===== config.mk =====
export PLATFORM = sky130hd
export DESIGN_NAME = line_clear_sequencer_flat
export DESIGN_NICKNAME = d
export VERILOG_FILES = /design/src/rtl/line_clear_sequencer_if.sv /design/src/rtl/line_clear_sequencer.sv /design/src/flat_wrapper.sv
export SDC_FILE = /design/constraint.sdc
export NUM_CORES = 1
export LEC_CHECK = 0
export CAP_MARGIN = 20
export CORE_UTILIZATION = 56
export CTS_CLUSTER_SIZE = 28
export DETAILED_ROUTE_END_ITERATION = 16
export PLACE_DENSITY = 0.88
export SLEW_MARGIN = 10
export SYNTH_ARGS = -nofsm -noshare
export SYNTH_HDL_FRONTEND = slang
export SYNTH_SLANG_ARGS = --single-unit

===== constraint.sdc =====
create_clock -name clock -period 5.1 [get_ports clock]
set_clock_uncertainty 0.2 [all_clocks]
set_input_delay 1.02 -clock clock [delete_from_list [all_inputs] [get_ports clock]]
set_output_delay 1.02 -clock clock [all_outputs]
set_load 0.02 [all_outputs]

===== src/rtl/line_clear_sequencer_if.sv =====
// Grid row RAM port between the line-clear sequencer and the RAM arbiter.
// Every access is a req/gnt handshake; read data arrives the cycle after the grant.
interface line_clear_sequencer_if #(
    parameter int COLS = 10,
    parameter int AW   = 5
);
    logic            ram_req;
    logic            ram_gnt;
    logic [AW-1:0]   ram_addr;
    logic            ram_we;
    logic [COLS-1:0] ram_wdata;
    logic [COLS-1:0] ram_rdata;

    modport master (
        output ram_req, ram_addr, ram_we, ram_wdata,
        input  ram_gnt, ram_rdata
    );

    modport slave (
        input  ram_req, ram_addr, ram_we, ram_wdata,
        output ram_gnt, ram_rdata
    );
endinterface


===== src/rtl/line_clear_sequencer.sv =====
// Removes full grid rows after a lock, compacts survivors downward and zero-fills the top.
// Optional LINE_CLEAR_SCORE_EN adds a saturating 16-bit score accumulator output.
module line_clear_sequencer #(
    parameter int ROWS = 20,
    parameter int COLS = 10,
    parameter int AW   = 5
) (
    input  logic          clock,
    input  logic          reset,
    input  logic          start_i,
    output logic          busy_o,
    output logic          done_o,
    output logic [AW-1:0] lines_cleared_o,
`ifdef LINE_CLEAR_SCORE_EN
    output logic [15:0]   score_o,
`endif
    line_clear_sequencer_if.master ram
);

    typedef enum logic [2:0] {
        S_IDLE, S_READ, S_EVAL, S_WRITE, S_CLEAR, S_DONE
    } state_t;

    localparam logic [AW-1:0] LAST_ROW = AW'(ROWS - 1);
    localparam logic [AW-1:0] ROWS_A   = AW'(ROWS);

    state_t          state_q, state_d;
    logic [AW-1:0]   rd_q, rd_d;
    logic [AW-1:0]   wr_q, wr_d;
    logic [COLS-1:0] buf_q, buf_d;
    logic [AW-1:0]   cnt_q, cnt_d;
    logic [AW-1:0]   lines_q, lines_d;
    logic            advance;

    always_comb begin
        state_d       = state_q;
        rd_d          = rd_q;
        wr_d          = wr_q;
        buf_d         = buf_q;
        cnt_d         = cnt_q;
        lines_d       = lines_q;
        advance       = 1'b0;
        busy_o        = 1'b0;
        done_o        = 1'b0;
        ram.ram_req   = 1'b0;
        ram.ram_we    = 1'b0;
        ram.ram_addr  = '0;
        ram.ram_wdata = '0;

        unique case (state_q)
            S_IDLE: begin
                if (start_i) begin
                    rd_d    = '0;
                    wr_d    = '0;
                    cnt_d   = '0;
                    state_d = S_READ;
                end
            end
            S_READ: begin
                busy_o       = 1'b1;
                ram.ram_req  = 1'b1;
                ram.ram_addr = rd_q;
                if (ram.ram_gnt) state_d = S_EVAL;
            end
            S_EVAL: begin
                busy_o = 1'b1;
                buf_d  = ram.ram_rdata;
                // A full row is dropped by leaving wr behind; rows already in place skip the write.
                if (&ram.ram_rdata) begin
                    cnt_d   = cnt_q + 1'b1;
                    advance = 1'b1;
                end else if (wr_q == rd_q) begin
                    wr_d    = wr_q + 1'b1;
                    advance = 1'b1;
                end else begin
                    state_d = S_WRITE;
                end
            end
            S_WRITE: begin
                busy_o        = 1'b1;
                ram.ram_req   = 1'b1;
                ram.ram_we    = 1'b1;
                ram.ram_addr  = wr_q;
                ram.ram_wdata = buf_q;
                if (ram.ram_gnt) begin
                    wr_d    = wr_q + 1'b1;
                    advance = 1'b1;
                end
            end
            S_CLEAR: begin
                busy_o       = 1'b1;
                ram.ram_req  = 1'b1;
                ram.ram_we   = 1'b1;
                ram.ram_addr = wr_q;
                if (ram.ram_gnt) begin
                    wr_d = wr_q + 1'b1;
                    if (wr_q == LAST_ROW) state_d = S_DONE;
                end
            end
            S_DONE: begin
                done_o  = 1'b1;
                lines_d = cnt_q;
                state_d = S_IDLE;
            end
            default: state_d = S_IDLE;
        endcase

        // Shared end-of-row step: the post-increment wr decides whether any top rows need zeroing.
        if (advance) begin
            if (rd_q == LAST_ROW) begin
                state_d = (wr_d == ROWS_A) ? S_DONE : S_CLEAR;
            end else begin
                rd_d    = rd_q + 1'b1;
                state_d = S_READ;
            end
        end
    end

    always_ff @(posedge clock) begin
        if (!reset) begin
            state_q <= S_IDLE;
            rd_q    <= '0;
            wr_q    <= '0;
            buf_q   <= '0;
            cnt_q   <= '0;
            lines_q <= '0;
        end else begin
            state_q <= state_d;
            rd_q    <= rd_d;
            wr_q    <= wr_d;
            buf_q   <= buf_d;
            cnt_q   <= cnt_d;
            lines_q <= lines_d;
        end
    end

    assign lines_cleared_o = lines_q;

`ifdef LINE_CLEAR_SCORE_EN
    logic [15:0] score_q;
    logic [3:0]  score_inc;
    logic [16:0] score_sum;

    always_comb begin
        unique case (cnt_q)
            AW'(0):  score_inc = 4'd0;
            AW'(1):  score_inc = 4'd1;
            AW'(2):  score_inc = 4'd3;
            AW'(3):  score_inc = 4'd5;
            default: score_inc = 4'd8;
        endcase
        score_sum = {1'b0, score_q} + 17'(score_inc);
    end

    always_ff @(posedge clock) begin
        if (!reset) begin
            score_q <= '0;
        end else if (state_q == S_DONE) begin
            score_q <= score_sum[16] ? 16'hFFFF : score_sum[15:0];
        end
    end

    assign score_o = score_q;
`endif

endmodule


===== src/flat_wrapper.sv =====
// flat-port wrapper written by rule: the top's interface ports become plain ports
module line_clear_sequencer_flat 
#(
    parameter int ROWS = 20,
    parameter int COLS = 10,
    parameter int AW   = 5
)
  (clock, reset, start_i, busy_o, done_o, lines_cleared_o, ram_ram_req, ram_ram_addr, ram_ram_we, ram_ram_wdata, ram_ram_gnt, ram_ram_rdata);
  line_clear_sequencer_if #(.COLS(COLS), .AW(AW)) ram_i ();
  input  logic clock;
  input  logic reset;
  input  logic start_i;
  output logic busy_o;
  output logic done_o;
  output logic [AW-1:0] lines_cleared_o;
  output wire logic [$bits(ram_i.ram_req)-1:0] ram_ram_req;
  output wire logic [$bits(ram_i.ram_addr)-1:0] ram_ram_addr;
  output wire logic [$bits(ram_i.ram_we)-1:0] ram_ram_we;
  output wire logic [$bits(ram_i.ram_wdata)-1:0] ram_ram_wdata;
  input wire logic [$bits(ram_i.ram_gnt)-1:0] ram_ram_gnt;
  input wire logic [$bits(ram_i.ram_rdata)-1:0] ram_ram_rdata;
  assign ram_ram_req = ram_i.ram_req;
  assign ram_ram_addr = ram_i.ram_addr;
  assign ram_ram_we = ram_i.ram_we;
  assign ram_ram_wdata = ram_i.ram_wdata;
  assign ram_i.ram_gnt = ram_ram_gnt;
  assign ram_i.ram_rdata = ram_ram_rdata;
  line_clear_sequencer #(.ROWS(ROWS), .COLS(COLS), .AW(AW)) u_core (.clock(clock), .reset(reset), .start_i(start_i), .busy_o(busy_o), .done_o(done_o), .lines_cleared_o(lines_cleared_o), .ram(ram_i));
endmodule

==> results of run 1 <==
==> final cells by class <==
type	instances	area, um^2	share of cell area [%]
flip-flops and latches	33	661	26.4
repair buffers	37	370	14.8
clock inverters	1	5.00	0.200
well taps	46	57.6	2.30
multi-input cells	192	1280	51.2
inverters	8	30.0	1.20
clock buffers	7	96.3	3.85
==> logic make-up after synthesis <==
kind of cell / count (synthesis) / synth area share, %
AO/OA/AOI/OAI: 64 / 21.6
adder cells (fa/ha/maj): 3 / 1.81
flip-flops: 33 / 31.8
multiplexers: 12 / 6.02
XOR/XNOR: 11 / 5.36
buffers and inverters: 27 / 6.56
AND/OR/NAND/NOR: 102 / 26.9
==> power breakdown <==
| part | switching (W) | internal, W | total [W] | leakage (nW) |
|---|---|---|---|---|
| Clock | 0.0000933 | 0.000122 | 0.000215 | 0.0542 |
| Combinational | 0.0000681 | 0.0000488 | 0.000117 | 0.636 |
| Sequential | 0.0000183 | 0.000265 | 0.000284 | 0.267 |
| Total | 0.000180 | 0.000436 | 0.000616 | 0.957 |
==> per-stage QoR <==
| stage | hold slack (ns) | util [%] | area (um^2) | worst slack [ns] |
|---|---|---|---|---|
| after CTS | 0.251 | 72.7 | 2500 | 0.888 |
| after detailed placement | 0.243 | 69.8 | 2400 | 1.24 |
| final | 0.249 | 72.7 | 2500 | 0.886 |
| after global routing | 0.285 | 72.7 | 2500 | 0.704 |
| after floorplan | 0.232 | - | 2080 | 2.33 |
| after global placement | 0.238 | 69.8 | 2400 | 1.28 |
==> worst max-delay path, delay by kind of cell (launching register included) <==
kind | cells | cell delay [ns]
AND/OR/NAND/NOR | 3 | 1.11
flip-flops | 1 | 0.99
buffers and inverters | 1 | 0.61
==> per-layer routing <==
metal  GRT usage, %  up-vias
li1               -      963
met1           34.8      921
met2           43.1       75
met3           5.47        4
met4           8.72        0
met5              0        -
==> flip-flops by register name (all words and copies together), names as in the netlist <==
signal and flops:
u_core.buf_q 10, u_core.cnt_q 5, u_core.lines_cleared_o 5, u_core.rd_q 5, u_core.wr_q 5, u_core.state_q 3
==> path summary, 6_finish.rpt <==
kind	depth (start not counted)	slack, ns	startpoint	endpoint
min reg2reg	2	0.25	u_core.buf_q[4]$_SDFFE_PN0P_	u_core.buf_q[4]$_SDFFE_PN0P_
max reg2reg	6	2.22	u_core.state_q[1]$_SDFFE_PN0P_	u_core.cnt_q[4]$_SDFFE_PN0P_
min	2	0.25	u_core.buf_q[4]$_SDFFE_PN0P_	u_core.buf_q[4]$_SDFFE_PN0P_
max	4	0.89	u_core.state_q[1]$_SDFFE_PN0P_	busy_o
==> cells in the mapped netlist (2+ instances only) <==
master,number
ha_1,3
dfxtp_1,33
nand4_1,5
a21o_1,2
o22ai_1,4
nand2_1,31
xor2_1,3
a41oi_1,2
nand2b_1,4
inv_1,7
clkbuf_1,10
or3_2,3
nor2_1,19
nand3_1,7
a211oi_1,3
buf_6,4
or4_1,2
xnor2_2,2
mux2i_1,11
xnor2_1,6
nand3b_1,3
a31oi_1,3
a22oi_1,2
o21ai_0,7
o21ai_2,2
buf_2,4
and3_1,12
o211ai_1,6
a21oi_1,19
nor3_1,3
o41ai_1,2
==> flow_summary.yaml, run 1 <==
run_status:
  status: "finished clean"
layout:
  drive_gt1_share_pct: 10.1
  final_common_cell: "clkdlybuf4s50_1"
  area_growth_pct: 20.3
  num-fill-cells: 285
  fin_cells: 324
  diodes: 0
  nets: 294
  final_cell_mix: "37 x clkdlybuf4s50_1, 33 x dfxtp_1, 31 x nand2_1"
setup_path:
  critPathLaunchType: "register"
  cp_slowest_stage_delay_ns: 0.99
  cpMaxStageDelayCell: "dfxtp_1"
  crit_top_cell: "nand2b_1"
  worst-setup-path-type: "register to output port"
  cp_data_required_time_ns: 3.88
  path_max_fanout: 29
  worst_setup_path_end_kind: "output port"
  path_cells: "nand2b_1, nand2b_1, nand3_1, clkdlybuf4s50_1"
  arrival_ns: 2.99
drt:
  wl_met2_um: 2490
  routed-wl-met3_um: 330
  drtPass1Iterations: 4
  wirelength_um: 5050
  drc: 0
  route.layer.met1.wl_um: 2180
  drtAntennaViolNets: 0
  dr.first_iter.drc_count: 185
  viasPerCell: 6.06
  top_layer_used: "met4"
  wl_per_cell_um: 15.6
  vias: 1963
clocking:
  cts_tree: "yes"
  clkLatencyLatePin_ns: 0.29
  numCtsBuffers: 5
  clock-sinks: 33
  htree_levels: 2
  cts_hold_buffers: 0
  cts_root_buf: "clkbuf_8"
  cts_resized: 0
  post-cts-setup-buffers: 0
  clockBufferDepth: 2
  clk_pin_slew_ns: 0.06
timing:
  rsz0062_at_grt: "no"
  worst_pin_slew_ns: 1.01
  drv_slew: 0
  slew_headroom_pct: 32.4
  clock.fmax_mhz: 237
  min_period_over_period_pct: 82.6
  finalCriticalPeriod_ns: 4.21
  finalHoldViolCount: 0
  setup_tns_ns: 0
  setup_viol: 0
synthesis:
  synthDistinctLibCells: 59
  syn_inst: 252
  seq_area_frac_synth_pct: 31.8
  synth_top_area_share_pct: 31.8
  yosysTopAreaCell: "dfxtp_1"
  synth_ff_type: "dfxtp_1"
  ys_top_cells_by_area: "dfxtp_1 32%, nand2_1 5.6%, mux2i_1 5.3%"
  syn_area_um2: 2080
  synth_nets: 269
  synth_edf_count: 0
  yosysWarnings: 0
  synth_async_sr_flop_share_pct: 0
  avgSynthCellArea_um2: 8.25
  ys_ff_latch: 33
grt:
  antenna_found_initial: 0
  grt_pass1_wl_um: 8220
  grt_pass1_vias: 1714
  grt.total_usage_pct: 26.6
  grt_start_max_net_pins: 30
  grt.overflow.total: 0
pwr:
  power_leakage_nw: 0.957
  finalPower_w: 0.000616
  irDropWorstVdd_mv: 0.198
  power.density_nw_per_um2: 246
die:
  initial_core_util_pct: 60.4
  core_um2: 3440
  fp.dieH_um: 62.9
  placementRows: 21
  die_w_um: 62.9
  dieArea_um2: 3960
  io_pins: 38
placed_design:
  place.gp.congestion: 0.884
  place_inst: 316
  dp_hpwl_um: 3590
  io_buffers: 37
min_path:
  hp-class: "register to register"
job:
  maxCapViolations: 0
Power figures use the tool's default switching activity.
==> run 2, diff against run 1 <==
--- a/config.mk
+++ b/config.mk
@@ -6,10 +6,10 @@
 export NUM_CORES = 1
 export LEC_CHECK = 0
 export CAP_MARGIN = 20
-export CORE_UTILIZATION = 56
+export CORE_UTILIZATION = 47
 export CTS_CLUSTER_SIZE = 28
 export DETAILED_ROUTE_END_ITERATION = 16
-export PLACE_DENSITY = 0.88
+export PLACE_DENSITY = 0.79
 export SLEW_MARGIN = 10
 export SYNTH_ARGS = -nofsm -noshare
 export SYNTH_HDL_FRONTEND = slang
==> constraint.sdc (replaced) <==
create_clock -name clock -period 3.8 [get_ports clock]
set_clock_uncertainty 0.2 [all_clocks]
set_input_delay 0.76 -clock clock [delete_from_list [all_inputs] [get_ports clock]]
set_output_delay 0.76 -clock clock [all_outputs]
set_load 0.02 [all_outputs]
==> flow_summary.yaml, run 2 (synthesis gave the netlist of run 1 again) <==
placed_design:
  pre_cts_ws_ns: 0.738
  place.gp.congestion: 0.841
  place_inst: 325
  dp_hpwl_um: 3620
  io_buffers: 37
layout:
  num-fill-cells: 368
  final_cell_mix: "37 x clkdlybuf4s50_1, 33 x dfxtp_1, 31 x nand2_1"
  drive_gt1_share_pct: 11.7
  area_growth_pct: 23.9
  multi_input_area_um2: 1280
  fin_cells: 333
  nets: 299
  diodes: 0
  final_util_pct: 62.6
  largest_register: "u_core.buf_q"
  seqCellArea_um2: 661
  largest_register_ffs: 10
  final_common_cell: "clkdlybuf4s50_1"
die:
  core_um2: 4120
  io_pins: 38
  placementRows: 23
  die_w_um: 68.5
  fp.dieH_um: 68.5
  dieArea_um2: 4690
  initial_core_util_pct: 50.5
setup_path:
  cp_data_required_time_ns: 2.84
  path_max_fanout: 11
  cpMaxStageDelayCell: "dfxtp_1"
  critPathLaunchType: "register"
  worst-setup-path-type: "register to output port"
  worst_setup_path_end_kind: "output port"
  path_cells: "inv_1, nor2_1, and3_1, clkdlybuf4s50_1"
  arrival_ns: 2.45
  cp_slowest_stage_delay_ns: 0.62
timing:
  slew_headroom_pct: 58.7
  setup_tns_ns: 0
  setup_viol: 0
  rsz0062_at_grt: "no"
  finalCriticalPeriod_ns: 3.41
  drv_slew: 0
  worst_pin_slew_ns: 0.617
  clock.fmax_mhz: 294
  finalWorstSetupSlack_ns: 0.395
  finalHoldViolCount: 0
  min_period_over_period_pct: 89.6
drt:
  wirelength_um: 5180
  drtPass1Iterations: 4
  drtAntennaViolNets: 0
  dr.first_iter.drc_count: 270
  drc: 0
  viasPerCell: 5.92
  vias: 1971
  wl_per_cell_um: 15.5
clocking:
  cts_hold_buffers: 0
  clock-sinks: 33
  clk_pin_slew_ns: 0.08
  cts_resized: 0
  htree_levels: 2
  cts_tree: "yes"
  cts_root_buf: "clkbuf_8"
  post-cts-setup-buffers: 0
  clockBufferDepth: 2
  numCtsBuffers: 5
  clkLatencyLatePin_ns: 0.29
pwr:
  power.density_nw_per_um2: 362
  irDropWorstVdd_mv: 0.405
  power_leakage_nw: 0.996
grt:
  grt.overflow.total: 0
  grt_start_max_net_pins: 21
  grt.total_usage_pct: 24.0
  grt_pass1_vias: 1773
  grt_pass1_wl_um: 8400
  antenna_found_initial: 0
job:
  maxCapViolations: 0
min_path:
  hp-class: "register to register"
run_status:
  status: "finished clean"
-- run 2: changes by cell type in the layout (fill, tap and decap cells not counted) --
cell	previous run	this run
buf_4	0	5
clkbuf_8	7	5
bufinv_16	0	2
-- run 2: layer usage --
metal	part of all wire [%]	up-vias	track usage, %
met5	0	-	0
met4	1.0	0	6.25
met3	7.4	7	5.59
met2	46	75	36.4
met1	46	914	33.9
li1	-	975	-
-- run 2: power by group --
part / total (W) / switching, W / internal (W)
Clock: 0.000393 / 0.000132 / 0.000261
Sequential: 0.000373 / 0.0000175 / 0.000356
Combinational: 0.000167 / 0.0000991 / 0.0000681
Total: 0.000933 / 0.000249 / 0.000685
-- run 2: critical path, delay by kind of cell (launching register included) --
kind / cells / cell delay, ns
flops: 1 / 0.62
buf+inv: 2 / 0.76
simple gates: 2 / 0.76
-- run 2: area by class of cell --
type	instances	area share [%]
multi-input cells	192	49.8
repair buffers	42	15.8
clock inverters	3	2.52
inverters	8	1.17
flip-flops and latches	33	25.6
clock buffers	5	2.67
well taps	50	2.43
-- run 2: path summary, 6_finish.rpt --
path                                          to  slack (ns)                           start  cells past startpoint
hold reg to reg     u_core.buf_q[4]$_SDFFE_PN0P_        0.26    u_core.buf_q[4]$_SDFFE_PN0P_                      2
setup reg to reg  u_core.state_q[0]$_SDFFE_PN0P_        1.39       u_core.wr_q[0]$_SDFF_PN0_                      6
hold / removal      u_core.buf_q[4]$_SDFFE_PN0P_        0.26    u_core.buf_q[4]$_SDFFE_PN0P_                      2
setup / recovery                ram_ram_wdata[5]        0.39  u_core.state_q[0]$_SDFFE_PN0P_                      4
-- run 2: per-stage QoR --
step / hold slack (ns) / area, um^2 / total power [W]
4_1_cts: 0.258 / 2580 / 0.000939
5_1_grt: 0.287 / 2580 / 0.000975
3_5_place_dp: 0.248 / 2440 / 0.000545
2_1_floorplan: 0.232 / 2080 / 0.000499
3_3_place_gp: 0.245 / 2440 / 0.000543
6_report: 0.258 / 2580 / 0.000933
